--- config.mk ---
export PLATFORM = sky130hd
export DESIGN_NAME = btn_conditioner_flat
export DESIGN_NICKNAME = d
export VERILOG_FILES = /design/src/rtl/btn_conditioner_if.sv /design/src/rtl/btn_conditioner.sv /design/src/flat_wrapper.sv
export SDC_FILE = /design/constraint.sdc
export NUM_CORES = 1
export LEC_CHECK = 0
export ABC_CLOCK_PERIOD_IN_PS = 5800
export CAP_MARGIN = 20
export CORE_ASPECT_RATIO = 1.75
export CORE_UTILIZATION = 45
export CTS_CLUSTER_DIAMETER = 80
export DETAILED_ROUTE_END_ITERATION = 16
export DONT_BUFFER_PORTS = 1
export PLACE_DENSITY = 0.59
export SYNTH_ARGS = -nofsm -noshare
export SYNTH_HDL_FRONTEND = slang
export SYNTH_SLANG_ARGS = --single-unit
export TNS_END_PERCENT = 10
--- constraint.sdc ---
create_clock -name clk -period 5.8 [get_ports clk]
set_clock_uncertainty 0.2 [all_clocks]
set_input_delay 1.16 -clock clk [delete_from_list [all_inputs] [get_ports clk]]
set_output_delay 1.16 -clock clk [all_outputs]
set_load 0.03 [all_outputs]
--- src/rtl/btn_conditioner_if.sv ---
// Button bundle between the pushbutton pins and the debounced game-side outputs.
// The slave modport is the conditioner itself; master is whoever drives the raw pins.
interface btn_conditioner_if;
  logic [4:0] btn_raw;
  logic [4:0] btn_level;
  logic [4:0] btn_pulse;
  logic       any_pulse;

  modport master (
    output btn_raw,
    input  btn_level,
    input  btn_pulse,
    input  any_pulse
  );

  modport slave (
    input  btn_raw,
    output btn_level,
    output btn_pulse,
    output any_pulse
  );
endinterface

--- src/rtl/btn_conditioner.sv ---
// Five-button synchronizer, debouncer and press-strobe generator.
// Optional macro BTN_LOCKOUT_EN: pulse only when no other button is held, lowest index wins ties.
module btn_conditioner #(
  parameter int DEBOUNCE_CYCLES = 1000000,
  parameter int CNT_W           = 20
) (
  input  logic              clk,
  input  logic              resetn,
  btn_conditioner_if.slave  btn
);

  localparam logic [CNT_W-1:0] CNT_MAX = CNT_W'(DEBOUNCE_CYCLES - 1);

  logic [4:0]       sync1;
  logic [4:0]       sync2;
  logic [CNT_W-1:0] cnt [5];
  logic [4:0]       level;
  logic [4:0]       pulse;
  logic             any_q;
  logic [4:0]       rise;
  logic [4:0]       grant;

  // A debounced 0->1 transition happens on this edge for each bit in rise.
  always_comb begin
    rise = 5'b0;
    for (int i = 0; i < 5; i++) begin
      rise[i] = sync2[i] && !level[i] && (cnt[i] == CNT_MAX);
    end
  end

`ifdef BTN_LOCKOUT_EN
  // Others must be released (pre-edge level); among simultaneous rises the lowest index wins.
  always_comb begin
    grant = 5'b0;
    for (int i = 0; i < 5; i++) begin
      grant[i] = rise[i] && ((level & ~(5'b1 << i)) == 5'b0)
                 && ((rise & ((5'b1 << i) - 5'b1)) == 5'b0);
    end
  end
`else
  always_comb begin
    grant = rise;
  end
`endif

  always_ff @(posedge clk or negedge resetn) begin
    if (!resetn) begin
      sync1 <= 5'b0;
      sync2 <= 5'b0;
      level <= 5'b0;
      pulse <= 5'b0;
      any_q <= 1'b0;
      for (int i = 0; i < 5; i++) begin
        cnt[i] <= '0;
      end
    end else begin
      sync1 <= btn.btn_raw;
      sync2 <= sync1;
      pulse <= grant;
      any_q <= |grant;
      for (int i = 0; i < 5; i++) begin
        if (sync2[i] == level[i]) begin
          cnt[i] <= '0;
        end else if (cnt[i] == CNT_MAX) begin
          level[i] <= sync2[i];
          cnt[i]   <= '0;
        end else begin
          cnt[i] <= cnt[i] + 1'b1;
        end
      end
    end
  end

  assign btn.btn_level = level;
  assign btn.btn_pulse = pulse;
  assign btn.any_pulse = any_q;

endmodule
--- src/flat_wrapper.sv ---
// flat-port wrapper written by rule: the top's interface ports become plain ports
module btn_conditioner_flat 
#(
  parameter int DEBOUNCE_CYCLES = 1000000,
  parameter int CNT_W           = 20
)
  (clk, resetn, btn_btn_raw, btn_btn_level, btn_btn_pulse, btn_any_pulse);
  btn_conditioner_if btn_i ();
  input  logic clk;
  input  logic resetn;
  input wire logic [$bits(btn_i.btn_raw)-1:0] btn_btn_raw;
  output wire logic [$bits(btn_i.btn_level)-1:0] btn_btn_level;
  output wire logic [$bits(btn_i.btn_pulse)-1:0] btn_btn_pulse;
  output wire logic [$bits(btn_i.any_pulse)-1:0] btn_any_pulse;
  assign btn_i.btn_raw = btn_btn_raw;
  assign btn_btn_level = btn_i.btn_level;
  assign btn_btn_pulse = btn_i.btn_pulse;
  assign btn_any_pulse = btn_i.any_pulse;
  btn_conditioner #(.DEBOUNCE_CYCLES(DEBOUNCE_CYCLES), .CNT_W(CNT_W)) u_core (.clk(clk), .resetn(resetn), .btn(btn_i));
endmodule
==> summary.md, run 1 <==
| Metric | Value |
|---|---|
| Arr. time, crit path | `about 2.7 ns` |
| Most used DFF post-synth | `dfrtp_1` |
| GRT Util Overall | `slightly below 20%` |
| Rel. slew slack | `47.7%` |
| Placer Congestion | `0.873` |
| Vias post-DR | `4256` |
| FF-to-FF Start | `u_core.cnt[68]` |
| Hpwl dp | `7710 µm` |
| Cell depth of the worst flop-to-flop path | `5` |
| Mapped Nets | `approximately 600` |
| Die Span Y | `152 µm` |
| Peak Freq | `~380 MHz` |
| First-pass GRT wire length | `20500 µm` |
| WP data required | `5.88 ns` |
| Hold Path Depth | `0` |
| Critical path's largest stage delay | `0.54 ns` |
| Drc violations | `0` |
| Final WS setup | `3.18 ns` |
| CP Max Fanout | `12` |
| H-tree levels | `4` |
| Reg-to-Reg End | `u_core.cnt[76]` |
| Die area | `0.0133 mm²` |
| Slew @ Worst Pin | `about 0.78 ns` |
| Seq cells post-synth | `121` |
| Rows | `54` |
| WL/cell | `15.2 µm` |
| Core region area | `0.0125 mm²` |
| Slew Viols, Final | `0` |
| Post-synth ARST share | `100%` |
| Synth warn | `0` |
| HP Start | `u_core.sync1[4]` |
| Worst-Skew Late Latency | `0.41 ns` |
| Layout area overhead | `13.6%` |
| Proportion of layout cells with a drive suffix above 1 | `under 10%` |
| Slowest stage cell, crit path | `o21bai_1` |
| Starting Density | `between 40% and 50%` |
| Post-place setup slack | `3.16 ns` |
| Worst vdd ir | `0.000190 V` |
| Clock sink count | `121` |
| Post-synth EDFFs | `0` |
| Setup Buffers After CTS | `0` |
| Reg-to-reg slack, setup | `3.18 ns` |
| CP Cell Sequence | `or4_1 -> or4_1 -> o21bai_1 -> buf_4 -> a21oi_1` |
| Clk Tree Root Cell | `clkbuf_16` |
| PostCTS Resize Cnt | `0` |
| GRT overflow | `0` |
| I/O pin count | `18` |
| Yosys cell types | `41` |
| Syn_area_per_cell | `9.96 µm²` |
| CTS tree | `built` |
| Startpoint Class | `register` |
| Drt total wl | `11600 µm` |
| Vias in the first global route | `4496` |
| Worst hold path class | `register to register` |
| Hold endpoint | `u_core.sync2[4]` |
| Num CTS Buffers | `17` |
| RSZ-0062 raised after global routing | `false` |
| Final Net Count | `about 600` |
| Cell repeated most along the worst path | `or4_1` |
| Die width | `between 80 and 90 µm` |
| Max-cap violations | `0` |
| Hold Vio Cnt, Final | `0` |
| Synth top area cells | `dfrtp_1 52%, nor2_1 4.8%, xnor2_1 4.5%` |
| Clock edge transition at the registers on the reported setup and hold paths | `0.05 ns` |
| Iter 0 DRT Violations | `250` |
| I/O Buffers | `0` |
| Final Setup Violations | `0` |
| Power Dens Cells | `slightly above 300 mW/mm²` |
| 1st-pass router iterations | `5` |
| Leading area contributor after synthesis | `dfrtp_1` |
| Clk buf depth | `2` |
| DRT antenna net count | `0` |
| Setup crit end kind | `register` |
| Crit path time final | `about 2.6 ns` |
| Period utilization | `45.1%` |
| Post-Syn Instances | `580` |
| Setup_tns | `0 ns` |
| Initial antenna violation count | `1` |
| Hold buffers post-CTS | `0` |
| Setup Crit Path Kind | `register to register` |
| Status | `completed` |
| Pin count of the biggest net entering global routing | `122` |
| Vias per cell | `5.57` |
| Synth top area share | `52.4%` |
| Sequential-to-total area share from yosys stat | `52.4%` |
| Synthesized cell area | `0.00578 mm²` |
| Leakage | `between 2 and 3 nW` |
-- cell type report --
class / count / area [µm²]
Fill cell: 1136 / 5940
Sequential cell: 121 / 3030
Multi-Input combinational cell: 415 / 2580
Clock buffer: 21 / 480
Tap cell: 168 / 210
Clock inverter: 9 / 145
Inverter: 26 / 97.6
Timing Repair Buffer: 3 / 22.5
Antenna cell: 1 / 2.50
-- cell usage after synthesis (2+ instances only) --
cell,instances
nand4_4,2
xor2_1,27
nand4_1,20
o31ai_1,12
inv_1,26
and2_1,8
clkbuf_1,11
nor4b_1,2
nor2_1,74
o21bai_1,3
and3_1,5
mux2_2,5
and4_1,9
buf_2,6
nor4_1,12
nor3_1,16
xnor2_1,30
or2_2,3
dfrtp_1,121
nand2_1,33
nand3_1,34
o21ai_0,20
a21oi_1,32
or4_1,23
ha_1,10
or3_1,21
-- kinds of logic after synthesis --
family | after synthesis | synth area share (%)
mux | 5 | 0.974
xor+xnor | 57 | 8.64
simple gates | 270 | 25.4
flops | 121 | 52.4
fa+ha+maj | 10 | 2.17
compound gates | 73 | 7.45
buf+inv | 44 | 3.01
-- worst max path at each step --
stage / startpoint / endpoint / slack, ns
2_1_floorplan: u_core.cnt[26] / u_core.btn.btn_level[3] / 3.60
3_3_place_gp: u_core.cnt[20] / u_core.cnt[25] / 3.24
3_5_place_dp: u_core.cnt[68] / u_core.cnt[76] / 3.16
4_1_cts: u_core.cnt[68] / u_core.cnt[76] / 3.15
5_1_grt: u_core.cnt[20] / u_core.cnt[37] / 2.99
6_report: u_core.cnt[68] / u_core.cnt[76] / 3.18
-- per-layer routing --
layer	wire length [µm]	global-route usage (%)	share of wire, %	up-vias
met5	0	0	0	-
met2	6310	34.2	54	69
met4	242	9.52	2.1	0
met1	4660	21.9	40	2096
met3	369	4.51	3.2	20
li1	-	-	-	2071
-- through the flow --
stage,std cells,total power [mW],utilization (%),instance area [µm²],hold slack [ns]
final,764,2.02,52.5,6560,0.147
after global routing,764,2.09,52.5,6560,0.149
after CTS,763,2.04,52.5,6560,0.147
after detailed placement,733,0.919,47.5,5930,0.136
after global placement,733,0.917,47.5,5930,0.132
after floorplan,580,0.909,-,5780,0.131
-- cells in the final DEF (no fill, tap or decap), types with 2 or more instances in the layout --
cell | Yosys | routed
dfrtp_1 | 121 | 121
nor2_1 | 74 | 74
nand3_1 | 34 | 34
nand2_1 | 33 | 33
a21oi_1 | 32 | 32
xnor2_1 | 30 | 30
xor2_1 | 27 | 27
inv_1 | 26 | 26
or4_1 | 23 | 23
or3_1 | 21 | 21
nand4_1 | 20 | 20
o21ai_0 | 20 | 20
clkbuf_16 | 0 | 17
nor3_1 | 16 | 16
nor4_1 | 12 | 12
o31ai_1 | 12 | 12
ha_1 | 10 | 10
and4_1 | 9 | 9
and2_1 | 8 | 8
and3_1 | 5 | 5
mux2_2 | 5 | 5
clkinv_2 | 0 | 5
clkbuf_8 | 0 | 4
bufinv_16 | 0 | 4
o21bai_1 | 3 | 3
or2_2 | 3 | 3
buf_4 | 0 | 3
nor4b_1 | 2 | 2
nand4_4 | 2 | 2
-- registers in the layout (all words and copies together), names as in the netlist --
signal / cells
u_core.btn.any_pulse: 1
u_core.btn.btn_level: 5
u_core.btn.btn_pulse: 5
u_core.cnt: 100
u_core.sync1: 5
u_core.sync2: 5
-- where the power goes --
group	internal (mW)	switching [mW]	leakage [nW]
registers	0.857	0.0111	1.66
logic	0.0133	0.0222	0.705
clock network	0.756	0.356	0.314
-- critical path, delay by kind of cell, from the launching register on --
kind	cells	cell delay, ns
DFF	1	0.41
AOI/OAI and AO/OA	2	0.61
buffers and inverters	1	0.29
and+or+nand+nor	2	0.98
Note: power is estimated with default switching activity, not from simulation.
==> inputs of run 2 (changes only) <==
Settings changed: ABC_CLOCK_PERIOD_IN_PS 5800 to 2600.
Clock period 5.8 ns to 2.6 ns, I/O delays scaled along.
==> summary.md, run 2 (synthesis gave the netlist of run 1 again) <==
| Metric | Value |
|---|---|
| Status | `complete, but fails checks` |
| Violated checks | `hold timing` |
| Hold buffers post-CTS | `5` |
| Setup Buffers After CTS | `0` |
| Arr. time, crit path | `between 2 and 2.5 ns` |
| Overall Power | `4.42 mW` |
| Most frequent cells in the layout | `121 x dfrtp_1, 74 x nor2_1, 34 x nand3_1, 33 x nand2_1, 32 x a21oi_1` |
| Clock sink count | `121` |
| Startpoint Class | `register` |
| Die area | `about 0.013 mm²` |
| Max-cap violations | `0` |
| Crit path time final | `2.30 ns` |
| Layout area overhead | `14.6%` |
| Most common cell after layout, fill and taps aside | `dfrtp_1` |
| First-pass GRT wire length | `around 19000 µm` |
| Final Net Count | `610` |
| Final core occ | `about 53%` |
| # placed instances | `737` |
| Post-place setup slack | `0.312 ns` |
| Die width | `between 80 and 90 µm` |
| Rows | `54` |
| Drc violations | `0` |
| Clk Tree Root Cell | `clkbuf_16` |
| Final WS setup | `0.298 ns` |
| Starting Density | `46.2%` |
| Vias post-DR | `4284` |
| Final Setup Violations | `0` |
| Setup Crit Path Kind | `register to register` |
| Leakage | `2.70 nW` |
| Pin count of the biggest net entering global routing | `122` |
| Vias in the first global route | `roughly 4300` |
| Core region area | `0.0125 mm²` |
| Die Span Y | `approximately 150 µm` |
| Iter 0 DRT Violations | `154` |
| CP Max Fanout | `5` |
| Placer Congestion | `0.867` |
| WL/cell | `between 10 and 15 µm` |
| 1st-pass router iterations | `4` |
| Drt total wl | `11100 µm` |
| Initial antenna violation count | `0` |
| Peak Freq | `434 MHz` |
| Critical path's largest stage delay | `0.51 ns` |
| Proportion of layout cells with a drive suffix above 1 | `8.43%` |
| Cell repeated most along the worst path | `or4_1` |
| Slew @ Worst Pin | `0.413 ns` |
| Rel. slew slack | `~72%` |
| Period utilization | `88.5%` |
| GRT overflow | `0` |
| Hold_ws | `-0.396 ns` |
| DRT antenna net count | `0` |
| I/O pin count | `18` |
| Post-Layout Cell Count | `773` |
| Hpwl dp | `7490 µm` |
| Slowest stage cell, crit path | `or4_1` |
| Slew Viols, Final | `0` |
| Hold Vio Cnt, Final | `121` |
| Cell Area, Placed | `between 0.005 and 0.006 mm²` |
| Setup crit end kind | `register` |
| Worst-Skew Late Latency | `0.41 ns` |
| H-tree levels | `4` |
| WP data required | `2.69 ns` |
| WP buf/inv | `0` |
| Antenna Cells | `0` |
| Vias per cell | `5.54` |
| Power Dens Cells | `667 mW/mm²` |
| Worst vdd ir | `0.000648 V` |
| I/O Buffers | `0` |
| Post-route design area | `0.00662 mm²` |
| Num CTS Buffers | `17` |
| CTS tree | `built` |
| Worst hold path class | `input pin to async pin` |
| PostCTS Resize Cnt | `0` |
| Setup_tns | `0 ns` |
| Largest Register | `u_core.cnt` |
| Clk buf depth | `2` |
| CP Cell Sequence | `or4_1 -> or4_1 -> nor3_1 -> mux2_2` |
| GRT Util Overall | `a little under a fifth` |
| Clock edge transition at the registers on the reported setup and hold paths | `approximately 0.050 ns` |
| Max reg flops | `100` |
| RSZ-0062 raised after global routing | `false` |
| Crit path max-delay family | `simple AND/OR/NAND/NOR gates` |
## run 2: changes by cell type in the layout (fill, tap and decap cells not counted)
cell / change
dlygate4sd3_1: +5
buf_4: +4
clkbuf_1: +2
bufinv_16: -1
clkinv_2: -1
clkinvlp_4: +1
diode_2: -1
## run 2: cell type report
class	instances	area [µm²]
fillers	1136	5880
flip-flops and latches	121	3030
multi-input cells	415	2580
clock buffers	23	488
well taps	168	210
clock inverters	8	118
repair buffers	12	103
inverters	26	97.6
## run 2: worst reg2reg max path, stage by stage (launching register included)
cell and delay, ns:
dfrtp_1 0.41, or4_1 0.51, or4_1 0.47, nor3_1 0.23
mux2_2 0.36
## run 2: final timing paths
kind | slack (ns) | endpoint | startpoint | cells past startpoint
setup reg to reg | 0.30 | u_core.btn.btn_level[3] | u_core.cnt[26] | 4
hold reg to reg | 0.15 | u_core.sync2[4] | u_core.sync1[4] | 0
min in group clk | 0.15 | u_core.sync2[4] | u_core.sync1[4] | 0
max in group asynchronous | 2.43 | u_core.cnt[75] | resetn | 0
hold / removal | -0.40 | u_core.cnt[95] | resetn | 0
setup / recovery | 0.30 | u_core.btn.btn_level[3] | u_core.cnt[26] | 4
## run 2: power breakdown
group	switching, mW	total, mW	internal (mW)
Combinational	0.0519	0.0905	0.0386
Sequential	0.0249	1.94	1.91
Clock	0.793	2.39	1.60
## run 2: routing by layer
metal	part of all wire [%]	up-vias	global-route usage (%)
li1	-	2085	-
met1	41	2123	20.1
met2	55	60	33.1
met3	2.8	16	4.73
met4	1.6	0	7.34
met5	0	-	0
==> variant (flow settings as in run 2) <==
`CNT_W` is set to 20 in 2 places; all go to 22.
--- a/src/rtl/btn_conditioner.sv
+++ b/src/rtl/btn_conditioner.sv
@@ -3,5 +3,5 @@
 module btn_conditioner #(
   parameter int DEBOUNCE_CYCLES = 1000000,
-  parameter int CNT_W           = 20
+  parameter int CNT_W           = 22
 ) (
   input  logic              clk,
--- a/src/flat_wrapper.sv
+++ b/src/flat_wrapper.sv
@@ -3,5 +3,5 @@
 #(
   parameter int DEBOUNCE_CYCLES = 1000000,
-  parameter int CNT_W           = 20
+  parameter int CNT_W           = 22
 )
   (clk, resetn, btn_btn_raw, btn_btn_level, btn_btn_pulse, btn_any_pulse);
Formal check against the unedited RTL: no difference found for any inputs over 10 cycles, from zero or initial values and one cycle with resetn low; that may be too few to reach the edited logic, so the function may still have changed.
==> variant against run 2 <==
- the flow still finishes with violations (negative hold slack)
- cell area increased by 7.2%
- area after synthesis rose by 9.4%
- sequential cell count up 10
- count of clock-buffer cells in the layout is the same
- non-clock buffer count rose by 2
- critical path depth is the same
- sequential power increased by 8%
- total power down 1.9%
- combinational power decreased by 1%
- routed wire length rose by 13%
- die area rose by 9.2%
- worst setup slack worse by 0.19 ns
- via count grew 12%
- critical endpoint is now u_core.btn.any_pulse
- largest cell class unchanged
==> variant: results (changes against run 2) <==
STA:
- The worst-case headroom to the max-slew limit is 0.6014 (-0.1211).
- The final hold slack is -0.4024 ns (-0.006733 ns).
- The final count of hold timing violations is 131 (+8.3%).
- The minimum setup slack in the final design is 0.1123 ns (-0.1856 ns).

Status:
- The flow ran to the end, but the final reports show violations.
- The checks that failed: negative hold slack.

Global routing:
- The pin count of the biggest net entering global routing is 132 (+8.2%).
- The first-pass GRT wire length is 22080 µm (+15%).
- The number of global-route vias before repair is 4947 (+16%).

Critical path:
- The worst flop-to-flop path startpoint is u_core.cnt[74].
- The worst stage delay on the critical path is 0.58 ns (+0.07 ns).
- The data arrival time of the worst path is 2.63 ns (+0.24 ns).
- The highest net fanout along the worst path came to 4 (-1).
- The master of the slowest instance on the critical path is sky130_fd_sc_hd__nor4_2.
- The critical path ends at u_core.btn.any_pulse.

Final layout:
- The number of flip-flops under the largest register name came to 110 (+10%).
- The share of layout cells above drive strength 1 is 0.08042 (-0.003873).
- The layout filler cell count was 1242 (+9.3%).

Drt:
- The via total after detailed routing was 4795 (+12%).
- The detailed router's first-iteration violation count is 156 (+1.3%).
- The total length of routed wires is 12550 µm (+13%).
- The iteration count of the initial detailed-routing pass was 5 (+1).

Synth:
- The distinct cell type count of the synthesized netlist was 40 (-2.4%).
- Yosys attributes the largest share of cell area to sky130_fd_sc_hd__dfrtp_1, sky130_fd_sc_hd__xor2_1, sky130_fd_sc_hd__nor2_1, sky130_fd_sc_hd__or4_1, sky130_fd_sc_hd__a21oi_1.
- Sorting the synthesized cells by how often they occur yields sky130_fd_sc_hd__dfrtp_1, sky130_fd_sc_hd__nor2_1, sky130_fd_sc_hd__nand2_1, sky130_fd_sc_hd__a21oi_1, sky130_fd_sc_hd__nand3_1.

Power:
- The leakage power total is 2.846 nW (+5.4%).
- The switching power is 0.0009429 W (+8.4%).
- The worst voltage drop across the vdd grid came to 0.3756 mV (-42%).

Place:
- The worst setup timing slack at the placement stage is 0.1536 ns (-0.1583 ns).
variant: cell types whose count changed in the layout (fill, tap and decap cells not counted), moves of 6 or more:
| cell | before | now |
|---|---|---|
| sky130_fd_sc_hd__nand2_1 | 33 | 44 |
| sky130_fd_sc_hd__o31ai_1 | 12 | 23 |
| sky130_fd_sc_hd__a21oi_1 | 32 | 42 |
| sky130_fd_sc_hd__dfrtp_1 | 121 | 131 |
| sky130_fd_sc_hd__inv_1 | 26 | 17 |
| sky130_fd_sc_hd__or4_1 | 23 | 32 |
| sky130_fd_sc_hd__nand4_1 | 20 | 26 |
| sky130_fd_sc_hd__nor4b_1 | 2 | 8 |
| sky130_fd_sc_hd__xnor2_1 | 30 | 24 |
variant: layer usage:
metal | vias to the layer above | wire length, µm | track usage
li1 | 2325 | - | -
met1 | 2383 | 5212 | 0.2063
met2 | 65 | 6751 | 0.3404
met3 | 22 | 311 | 0.03544
met4 | 0 | 275 | 0.08947
met5 | - | 0 | 0
variant: area by class of cell:
cell class	instances	share of cell area
flip-flops and latches	131	0.4620
multi-input cells	465	0.4042
clock buffers	23	0.06736
well taps	177	0.03121
repair buffers	14	0.01834
inverters	17	0.008993
clock inverters	9	0.007935
variant: how the worst min path moves through the flow:
stage	startpoint	endpoint	slack, ns	depth (start not counted)
finish	resetn	u_core.cnt[39]	-0.40	0
detailed placement	resetn	u_core.cnt[39]	0.03	0
global route	resetn	u_core.cnt[39]	-0.42	0
floorplan	resetn	u_core.btn.any_pulse	0.02	0
global placement	resetn	u_core.cnt[41]	0.03	0
CTS	resetn	u_core.cnt[39]	-0.41	0
variant: kinds of logic (layout without fill, tap and decap cells):
group,Yosys count,after routing,share of synthesized area
xor gates and xnor gates,56,56,0.07759
and+or+nand+nor,303,303,0.2631
DFF,131,131,0.5186
muxes,5,5,0.008907
buffers and inverters,40,63,0.02771
adders and majority gates,10,10,0.01979
AOI/OAI and AO/OA,91,91,0.08432
variant: timing repair:
item                                    in CTS  in global routing
hold endpoints to repair                   136                131
resized for setup                            0                  0
endpoints found under the setup margin       0                  0
variant: worst max-delay path: cells and delay by family, from the launching register on:
family	cells	cell delay, ns
flip-flops	1	0.42
AND/OR/NAND/NOR	4	1.80
variant: power by group through the flow:
stage	logic [W]	clock network (W)	registers (W)
CTS	0.0000911	0.00221	0.00209
detailed placement	0.0000850	0	0.00213
global route	0.000104	0.00229	0.00209
finish	0.0000893	0.00215	0.00209
global placement	0.0000831	0	0.00213
floorplan	0.0000624	0	0.00212
variant: metrics by stage:
step           area [µm²]  std cells    util  total power [W]
2_1_floorplan        6321        636       -         0.002184
3_3_place_gp         6511        799  0.4730         0.002209
3_5_place_dp         6511        799  0.4730         0.002212
4_1_cts              7096        836  0.5155         0.004394
5_1_grt              7096        836  0.5155         0.004487
6_report             7096        836  0.5155         0.004334
